## config.mk

```make
export PLATFORM = sky130hd
export DESIGN_NAME = scoreboard
export DESIGN_NICKNAME = d
export VERILOG_FILES = /design/src/rtl/scoreboard.sv
export SDC_FILE = /design/constraint.sdc
export NUM_CORES = 1
export LEC_CHECK = 0
export CAP_MARGIN = 20
export CORE_ASPECT_RATIO = 0.5
export CORE_UTILIZATION = 39
export CTS_BUF_LIST = sky130_fd_sc_hd__clkbuf_8
export CTS_CLUSTER_DIAMETER = 80
export DETAILED_ROUTE_END_ITERATION = 8
export SETUP_SLACK_MARGIN = 0.4
export SYNTH_ARGS = -nofsm -noshare
export SYNTH_HDL_FRONTEND = slang
export SYNTH_SLANG_ARGS = --single-unit
```

## constraint.sdc

```tcl
create_clock -name aclk -period 8.4 [get_ports aclk]
set_input_delay 1.68 -clock aclk [delete_from_list [all_inputs] [get_ports aclk]]
set_output_delay 1.68 -clock aclk [all_outputs]
set_load 0.01 [all_outputs]
```

## src/rtl/scoreboard.sv

```systemverilog
// Register-dependency scoreboard and issue controller between decode and
// execute. Tracks pending register writes, blocks issue on RAW/WAW hazards
// or when too many writes are outstanding, and runs a drain handshake.
module scoreboard #(
  parameter int DEPTH  = 4,
  parameter int BYPASS = 1
) (
  input  logic        aclk,
  input  logic        aresetn,
  input  logic        issue_valid,
  output logic        issue_ready,
  input  logic [4:0]  issue_rs1,
  input  logic [4:0]  issue_rs2,
  input  logic        issue_rs1_used,
  input  logic        issue_rs2_used,
  input  logic [4:0]  issue_rd,
  input  logic        issue_rd_we,
  input  logic        retire_valid,
  input  logic [4:0]  retire_rd,
  input  logic        kill_valid,
  input  logic [4:0]  kill_rd,
  input  logic        drain_req,
  output logic        drain_ack,
  output logic [31:0] busy,
  output logic [3:0]  pending
);

  localparam logic [3:0] DEPTH_C = 4'(DEPTH);
  localparam logic       BYP     = (BYPASS != 0);

  typedef enum logic [1:0] {RUN, DRAIN, ACK} state_t;

  state_t      state;
  state_t      state_nxt;

  logic        ret_rel;
  logic        kill_rel;
  logic [31:0] rel_mask;
  logic [3:0]  rel_cnt;
  logic [31:0] busy_eff;
  logic [3:0]  pend_eff;
  logic        hazard;
  logic        full;
  logic        issue_fire;
  logic        issue_set;
  logic [31:0] set_mask;
  logic [31:0] busy_nxt;
  logic [3:0]  pend_nxt;

  // A release only counts when it names a busy, non-zero register; a kill
  // naming the same register as a retire is folded into the retire so the
  // count never goes below the number of busy bits.
  assign ret_rel  = retire_valid && (retire_rd != 5'd0) && busy[retire_rd];
  assign kill_rel = kill_valid && (kill_rd != 5'd0) && busy[kill_rd] &&
                    !(ret_rel && (kill_rd == retire_rd));
  assign rel_cnt  = {3'b000, ret_rel} + {3'b000, kill_rel};

  // Decode the releasing registers into a clear mask.
  always_comb begin
    rel_mask = '0;
    if (ret_rel)  rel_mask[retire_rd] = 1'b1;
    if (kill_rel) rel_mask[kill_rd]   = 1'b1;
  end

  // With bypass, same-cycle releases are visible to this cycle's issue check.
  assign busy_eff = BYP ? (busy & ~rel_mask) : busy;
  assign pend_eff = BYP ? (pending - rel_cnt) : pending;

  assign hazard = (issue_rs1_used && busy_eff[issue_rs1]) ||
                  (issue_rs2_used && busy_eff[issue_rs2]) ||
                  (issue_rd_we && (issue_rd != 5'd0) && busy_eff[issue_rd]);
  assign full   = (pend_eff == DEPTH_C);

  assign issue_ready = aresetn && (state == RUN) && !hazard && !full && !drain_req;
  assign issue_fire  = issue_valid && issue_ready;
  assign issue_set   = issue_fire && issue_rd_we && (issue_rd != 5'd0);
  assign set_mask    = issue_set ? (32'd1 << issue_rd) : 32'd0;

  // Set wins over clear so an issue and release on the same rd leaves it busy.
  assign busy_nxt = ((busy & ~rel_mask) | set_mask) & 32'hFFFF_FFFE;
  assign pend_nxt = pending - rel_cnt + {3'b000, issue_set};

  assign drain_ack = (state == ACK);

  // Drain FSM next-state: DRAIN waits for every outstanding write to leave.
  always_comb begin
    state_nxt = state;
    case (state)
      RUN:     if (drain_req) state_nxt = DRAIN;
      DRAIN:   if (pending == 4'd0) state_nxt = ACK;
      ACK:     state_nxt = RUN;
      default: state_nxt = RUN;
    endcase
  end

  // State, busy flags and pending count; reset abandons any drain in progress.
  always_ff @(posedge aclk) begin
    if (!aresetn) begin
      state   <= RUN;
      busy    <= '0;
      pending <= '0;
    end else begin
      state   <= state_nxt;
      busy    <= busy_nxt;
      pending <= pend_nxt;
    end
  end

endmodule

```

==> results of run 1 <==
==> power breakdown <==
| group | switching [mW] | total [mW] | internal [mW] | leakage, nW |
|---|---|---|---|---|
| Sequential | 0.00643 | 0.188 | 0.181 | 0.299 |
| Clock | 0.0682 | 0.132 | 0.0640 | 0.0485 |
| Combinational | 0.0961 | 0.164 | 0.0679 | 1.51 |
| Total | 0.171 | 0.484 | 0.313 | 1.86 |
==> final cells by class <==
cell class | instances | area (sq um) | area share, %
clock buffer | 6 | 82.6 | 1.56
clock inverter | 1 | 3.75 | 0.0711
inverter | 17 | 63.8 | 1.21
multi-input combinational | 468 | 3210 | 60.8
sequential | 37 | 741 | 14.0
tap | 140 | 175 | 3.32
timing repair buffer | 110 | 1000 | 19.0
==> through the flow <==
| step | hold slack (ns) | worst slack [ns] | util, % | instance area (sq um) | instances |
|---|---|---|---|---|---|
| after floorplan | 0.438 | 1.22 | - | 4190 | 568 |
| after global placement | 0.455 | 0.155 | 50.1 | 5170 | 772 |
| after detailed placement | 0.461 | 0.103 | 50.1 | 5170 | 772 |
| after CTS | 0.472 | 0.621 | 51.0 | 5260 | 779 |
| after global routing | 0.501 | 0.400 | 51.2 | 5280 | 779 |
| final | 0.471 | 0.641 | 51.2 | 5280 | 779 |
==> synthesized netlist by cell type (8+ instances only) <==
| master | instances | share of area (%) |
|---|---|---|
| a21oi_1 | 10 | 1.2 |
| nor4_1 | 16 | 2.4 |
| buf_2 | 10 | 1.2 |
| o22ai_1 | 12 | 1.8 |
| o21ai_1 | 13 | 1.6 |
| nor2_1 | 36 | 3.2 |
| o31ai_1 | 10 | 1.8 |
| nand4_1 | 11 | 1.6 |
| inv_1 | 17 | 1.5 |
| nor3b_1 | 8 | 1.4 |
| or3b_2 | 8 | 1.7 |
| nor3_1 | 11 | 1.3 |
| nand3b_1 | 9 | 1.6 |
| dfxtp_1 | 37 | 18 |
| mux2i_1 | 18 | 4.3 |
| o21ai_0 | 34 | 4.1 |
| nand2_1 | 56 | 5.0 |
| nand3_1 | 27 | 3.2 |
| or4_1 | 11 | 2.0 |
| or3_1 | 19 | 2.8 |
| clkbuf_1 | 31 | 2.8 |
==> path summary, 6_finish.rpt <==
kind | startpoint | endpoint | slack [ns] | depth (start not counted)
worst max-delay path | kill_rd[4] | issue_ready | 0.64 | 19
worst min-delay path | state[0]$_SDFFE_PN0P_ | state[1]$_SDFFE_PN0P_ | 0.47 | 2
worst max register to register | busy[30]$_SDFF_PN0_ | pending[3]$_SDFF_PN0_ | 3.35 | 20
worst min register to register | state[0]$_SDFFE_PN0P_ | state[1]$_SDFFE_PN0P_ | 0.47 | 2
==> flip-flops by register name (all words and copies together) (netlist names) <==
name     flops
pending      4
busy        31
state        2
==> kinds of logic after synthesis <==
| family | count (synthesis) | synth area share, % |
|---|---|---|
| compound gates | 174 | 30.2 |
| xor+xnor | 8 | 1.67 |
| fa+ha+maj | 6 | 1.79 |
| buf+inv | 63 | 6.47 |
| flops | 37 | 17.7 |
| mux | 25 | 8.05 |
| other cells | 1 | 0.0894 |
| simple gates | 254 | 34.0 |
==> worst max-delay path: cells and delay by family <==
family	cells	cell delay, ns
AOI/OAI and AO/OA	5	0.91
buffers and inverters	5	1.16
adders and majority gates	2	0.46
and+or+nand+nor	7	1.86
==> per-layer routing <==
layer  wire, um  vias to the layer above
met4        776                        0
li1           -                     2369
met1       9710                     2581
met2       8470                      374
met3       3280                       62
met5          0                        -
==> what timing repair did <==
action,CTS,global route
gates resized for setup,5,5
endpoints found under the setup margin,1,1
pin swaps,1,0
hold buffers,0,0
==> metrics, run 1 <==
status=finished clean; CP startpoint kind=input pin; # H-tree levels=2; CP max stage cell=clkdlybuf4s50_1; Worst Path Max Fanout=14; Area Overhead vs Synth=25.8%; RSZ-0062 raised after global routing=false; leak pwr=1.86 nW; critical path arrival=just over 6 ns; final WL=between 20000 and 25000 um; Clock Path Buffers=2; Max-cap violations=0; Clock Skew=around 0.0092 ns; core area=between 0.01 and 0.015 sq mm; sequential element share of the synthesized area=between 10% and 20%; most frequent CP cell=ha_1; Net Count, Synth=about 610; Worst Setup End Kind=output port; worst-margin pin slew=between 1 and 1.5 ns; FF+latch count, synth=37; initial antenna violation count=1; gate count after technology mapping=568; most common cell after layout, fill and taps aside=clkdlybuf4s50_1; clk_lat worst skew=around 0.30 ns; DR vias/cell=6.91; clock root buffer=clkbuf_8; Remaining Overflow, GRT=0; DRT Pass-1 Iters=6; grt met3 use=around 16%; Syn Area/Cell=around 7.4 sq um; Final nets=just under 700; vias in the first global route=approximately 5000; Setup CP Type=input pin to output port; ratio of cells with drive above 1 in the final layout=a little over an eighth; Async SR Flop Fraction=0%; Main synth FF type=dfxtp_1; GR Layer Usage met1=between 50% and 60%; TritonCTS Buffers=5; clock sinks=37; Unique masters post-synth=74; CTS tree=yes; Hold WC Path Type=flop to flop; FMAX=0.129 GHz; first-pass GRT wire length=31600 um; Reg clk slew, reported paths=around 0.080 ns; routed wire length per instance=~29 um; Final setup viols=0; DP HPWL=between 15000 and 20000 um; Routed Antenna Nets=0; commonest non-fill, non-tap cells in the layout=66 x clkdlybuf4s50_1, 56 x nand2_1, 39 x buf_4, 37 x dfxtp_1, 35 x nor2_1; count of final hold-check violations=0; Slew HR=a little under 30%; die width=around 150 um; EDFF count, synth=0; DR vias=approximately 5400; DRT iter0 DRCs=between 700 and 800; GRT met2 Usage=between 50% and 60%; Ports=between 70 and 80; post-CTS repair timing setup buffer count=0; Cell Area, Synth=0.00419 sq mm; Die Y=~75 um; port buffer count=70; yosys warns=0; Final Total Pwr=0.484 mW; delay of the slowest cell on the worst path=0.49 ns; Worst VDD drop=between 0.0001 and 0.00015 V; critical path required time=6.72 ns; Setup Total Neg Slack=0 ns; GR Util All Layers=about 40%; largest net degree at the start of global routing=27; Rows=26; Fillers=~1100; Initial Utilization=between 40% and 50%; RePlAce Congestion=around 1.0; die footprint=between 0.01 and 0.015 sq mm; Most Crowded Layer GR=met2; Pwr Density=a little over 90 mW/mm^2; Slew Limit Fails=0; # DRC=0; worst path cell trace=clkdlybuf4s50_1 > buf_6 > or3b_2 > o22a_1 > o22ai_1 > or4_1 > o311a_1 > and3_1 > nor2_1 > buf_4 > ha_1 > inv_1 > ha_1 > or3_1 > or4_4 > a31oi_2 > o31ai_1 > nor3_1 > dlygate4sd2_1; Tmin final=approximately 7.8 ns; crit share post-route=roughly 92%; ANT cells=0
Power figures use the tool's default switching activity.
==> run 2: changes to the inputs <==
--- a/config.mk
+++ b/config.mk
@@ -7,11 +7,14 @@
 export LEC_CHECK = 0
 export CAP_MARGIN = 20
 export CORE_ASPECT_RATIO = 0.5
+export CORE_MARGIN = 10
 export CORE_UTILIZATION = 39
 export CTS_BUF_LIST = sky130_fd_sc_hd__clkbuf_8
 export CTS_CLUSTER_DIAMETER = 80
 export DETAILED_ROUTE_END_ITERATION = 8
+export HOLD_SLACK_MARGIN = 0.03
 export SETUP_SLACK_MARGIN = 0.4
+export SLEW_MARGIN = 10
 export SYNTH_ARGS = -nofsm -noshare
 export SYNTH_HDL_FRONTEND = slang
 export SYNTH_SLANG_ARGS = --single-unit
==> metrics, run 2 (same netlist as run 1, synthesis figures left out) <==
Tmin final=7.76 ns (+0.00534 ns); reg2reg end=pending[3]$_SDFF_PN0_; Slew Limit Fails=0 (unchanged); initial antenna violation count=0 (-1); Placed Instances=770 (-0.26%); final WL=22800 um (+2.5%); commonest non-fill, non-tap cells in the layout=63 x clkdlybuf4s50_1, 56 x nand2_1, 37 x dfxtp_1, 37 x buf_4, 36 x nor2_1; Rows=26 (unchanged); Max-cap violations=0 (unchanged); area occupied by registers=741 sq um (unchanged); worst hold stages=2 (unchanged); RSZ-0062 raised after global routing=false; Regs by FF count=busy x31, pending x4, state x2; DR vias/cell=7.07 (+2.2%); delay-heaviest family, CP=simple AND/OR/NAND/NOR gates; Top reg by flops=busy; Initial Utilization=40.5% (-0.13 points); Hold WC Path Type=flop to flop; crit share post-route=92.4% (about the same); DR vias=5498 (+2.1%); Final nets=677 (-0.29%); leak pwr=1.88 nW (+1.2%); Clock Path Buffers=2 (unchanged); FMAX=0.129 GHz (about the same); Setup Total Neg Slack=0 ns (unchanged); Multi-input gate area=0.00320 sq mm (-0.27%); status=finished clean; count of final hold-check violations=0 (unchanged); Die Y=93.3 um (+24%); port buffer count=70 (unchanged); Reg clk slew, reported paths=0.07 ns (about the same); routed wire length per instance=29.3 um (+2.7%); GR Util All Layers=28.3% (-12 points); ratio of cells with drive above 1 in the final layout=12.7% (-0.43 points); critical path required time=6.72 ns (about the same); hold_sp=state[0]$_SDFFE_PN0P_; critical path arrival=6.08 ns (about the same); Worst Path Max Fanout=10 (-4); Hold Path End=state[1]$_SDFFE_PN0P_; Clock Skew=0.00556 ns (-0.00361 ns); worst-margin pin slew=0.967 ns (-0.0856 ns); Setup CP Type=input pin to output port; clock sinks=37 (unchanged); Largest register FFs=31 (unchanged); Pwr Density=92.9 mW/mm^2 (+1.3%); Routed Antenna Nets=0 (unchanged); first-pass GRT wire length=33700 um (+6.7%); CP Buf/Inv Count=4 (-1); CTS tree=yes; CP max stage cell=clkdlybuf4s50_1; Worst path depth=18 (-1); RePlAce Congestion=1.04 (+0.26%); Slew HR=34.8% (+5.2 points); Final Non-Filler Cells=778 (-0.13%); Remaining Overflow, GRT=0 (unchanged); die footprint=0.0156 sq mm (+39%); Worst VDD drop=0.0000977 V (-15%); clk_lat worst skew=0.31 ns (about the same); post-CTS repair timing setup buffer count=0 (unchanged); Ports=72 (unchanged); core area=0.0103 sq mm (+0.32%); Critical Path Source=retire_rd[2]; delay of the slowest cell on the worst path=0.61 ns (+0.12 ns); TritonCTS Buffers=5 (unchanged); DRT iter0 DRCs=870 (+22%); worst path cell trace=clkdlybuf4s50_1 > or3b_2 > a211oi_1 > o32a_1 > nor2_1 > nor2b_1 > and3_1 > nor2_1 > buf_4 > ha_1 > inv_1 > ha_1 > or3_1 > or4_1 > a31oi_2 > o31ai_1 > nor3_1 > dlygate4sd1_1; Final setup viols=0 (unchanged); most common cell after layout, fill and taps aside=clkdlybuf4s50_1; Reg2Reg Setup Slack=3.18 ns (-0.17 ns); # DRC=0 (unchanged); Fillers=1052 (-0.095%); clock root buffer=clkbuf_8; DRT Pass-1 Iters=5 (-1); R2R cell count=20 (unchanged); largest net degree at the start of global routing=27 (unchanged); # H-tree levels=2 (unchanged); Area Overhead vs Synth=25.8% (about the same); Worst R2R Start=busy[14]$_SDFF_PN0_; CP startpoint kind=input pin; vias in the first global route=5195 (+5.9%); die width=167 um (+12%); DP HPWL=17900 um (+3.1%); Worst Setup End Kind=output port
==> run 2: how the worst max path moves through the flow <==
stage | slack (ns) | to
after floorplan | 1.22 | issue_ready
after detailed placement | 0.07 | issue_ready
after global placement | 0.16 | issue_ready
final | 0.64 | issue_ready
after CTS | 0.41 | issue_ready
after global routing | 0.39 | issue_ready
==> run 2: power by group <==
part           internal (mW)  switching [mW]  leakage, nW
clock network         0.0649          0.0705       0.0433
logic                 0.0675          0.0995         1.54
registers              0.181         0.00649        0.299
==> run 2: timing repair <==
action	in CTS	in global routing
gates cloned	0	0
endpoints found under the setup margin	1	1
resized for setup	2	12
hold buffers	0	0
==> run 2: layout make-up <==
type,instances,area share [%]
Inverter,17,1.21
Antenna cell,1,0.0474
Sequential cell,37,14.0
Clock buffer,6,1.57
Tap cell,140,3.32
Timing Repair Buffer,108,19.0
Multi-Input combinational cell,468,60.6
Clock inverter,1,0.142
==> run 2: metal layers <==
metal,track usage (%),vias up,wire (um)
met5,0,-,0
met4,10.7,0,788
met3,14.0,76,3710
met2,38.6,442,8790
met1,37.0,2612,9510
li1,-,2368,-
==> run 2: metrics by stage <==
step	worst slack [ns]	utilization [%]	power (mW)	hold slack, ns	cell area, sq um
after floorplan	1.22	-	0.284	0.438	4190
after global placement	0.155	49.9	0.350	0.456	5170
after detailed placement	0.0741	49.9	0.352	0.463	5170
after CTS	0.410	50.8	0.484	0.478	5250
after global routing	0.391	51.0	0.512	0.519	5270
final	0.636	51.0	0.490	0.474	5280
==> run 2: tightest hold or removal path, cell delays in order (launching register included) <==
cell	delay (ns)
dfxtp_1	0.33
nand2_1	0.07
nor2_1	0.04
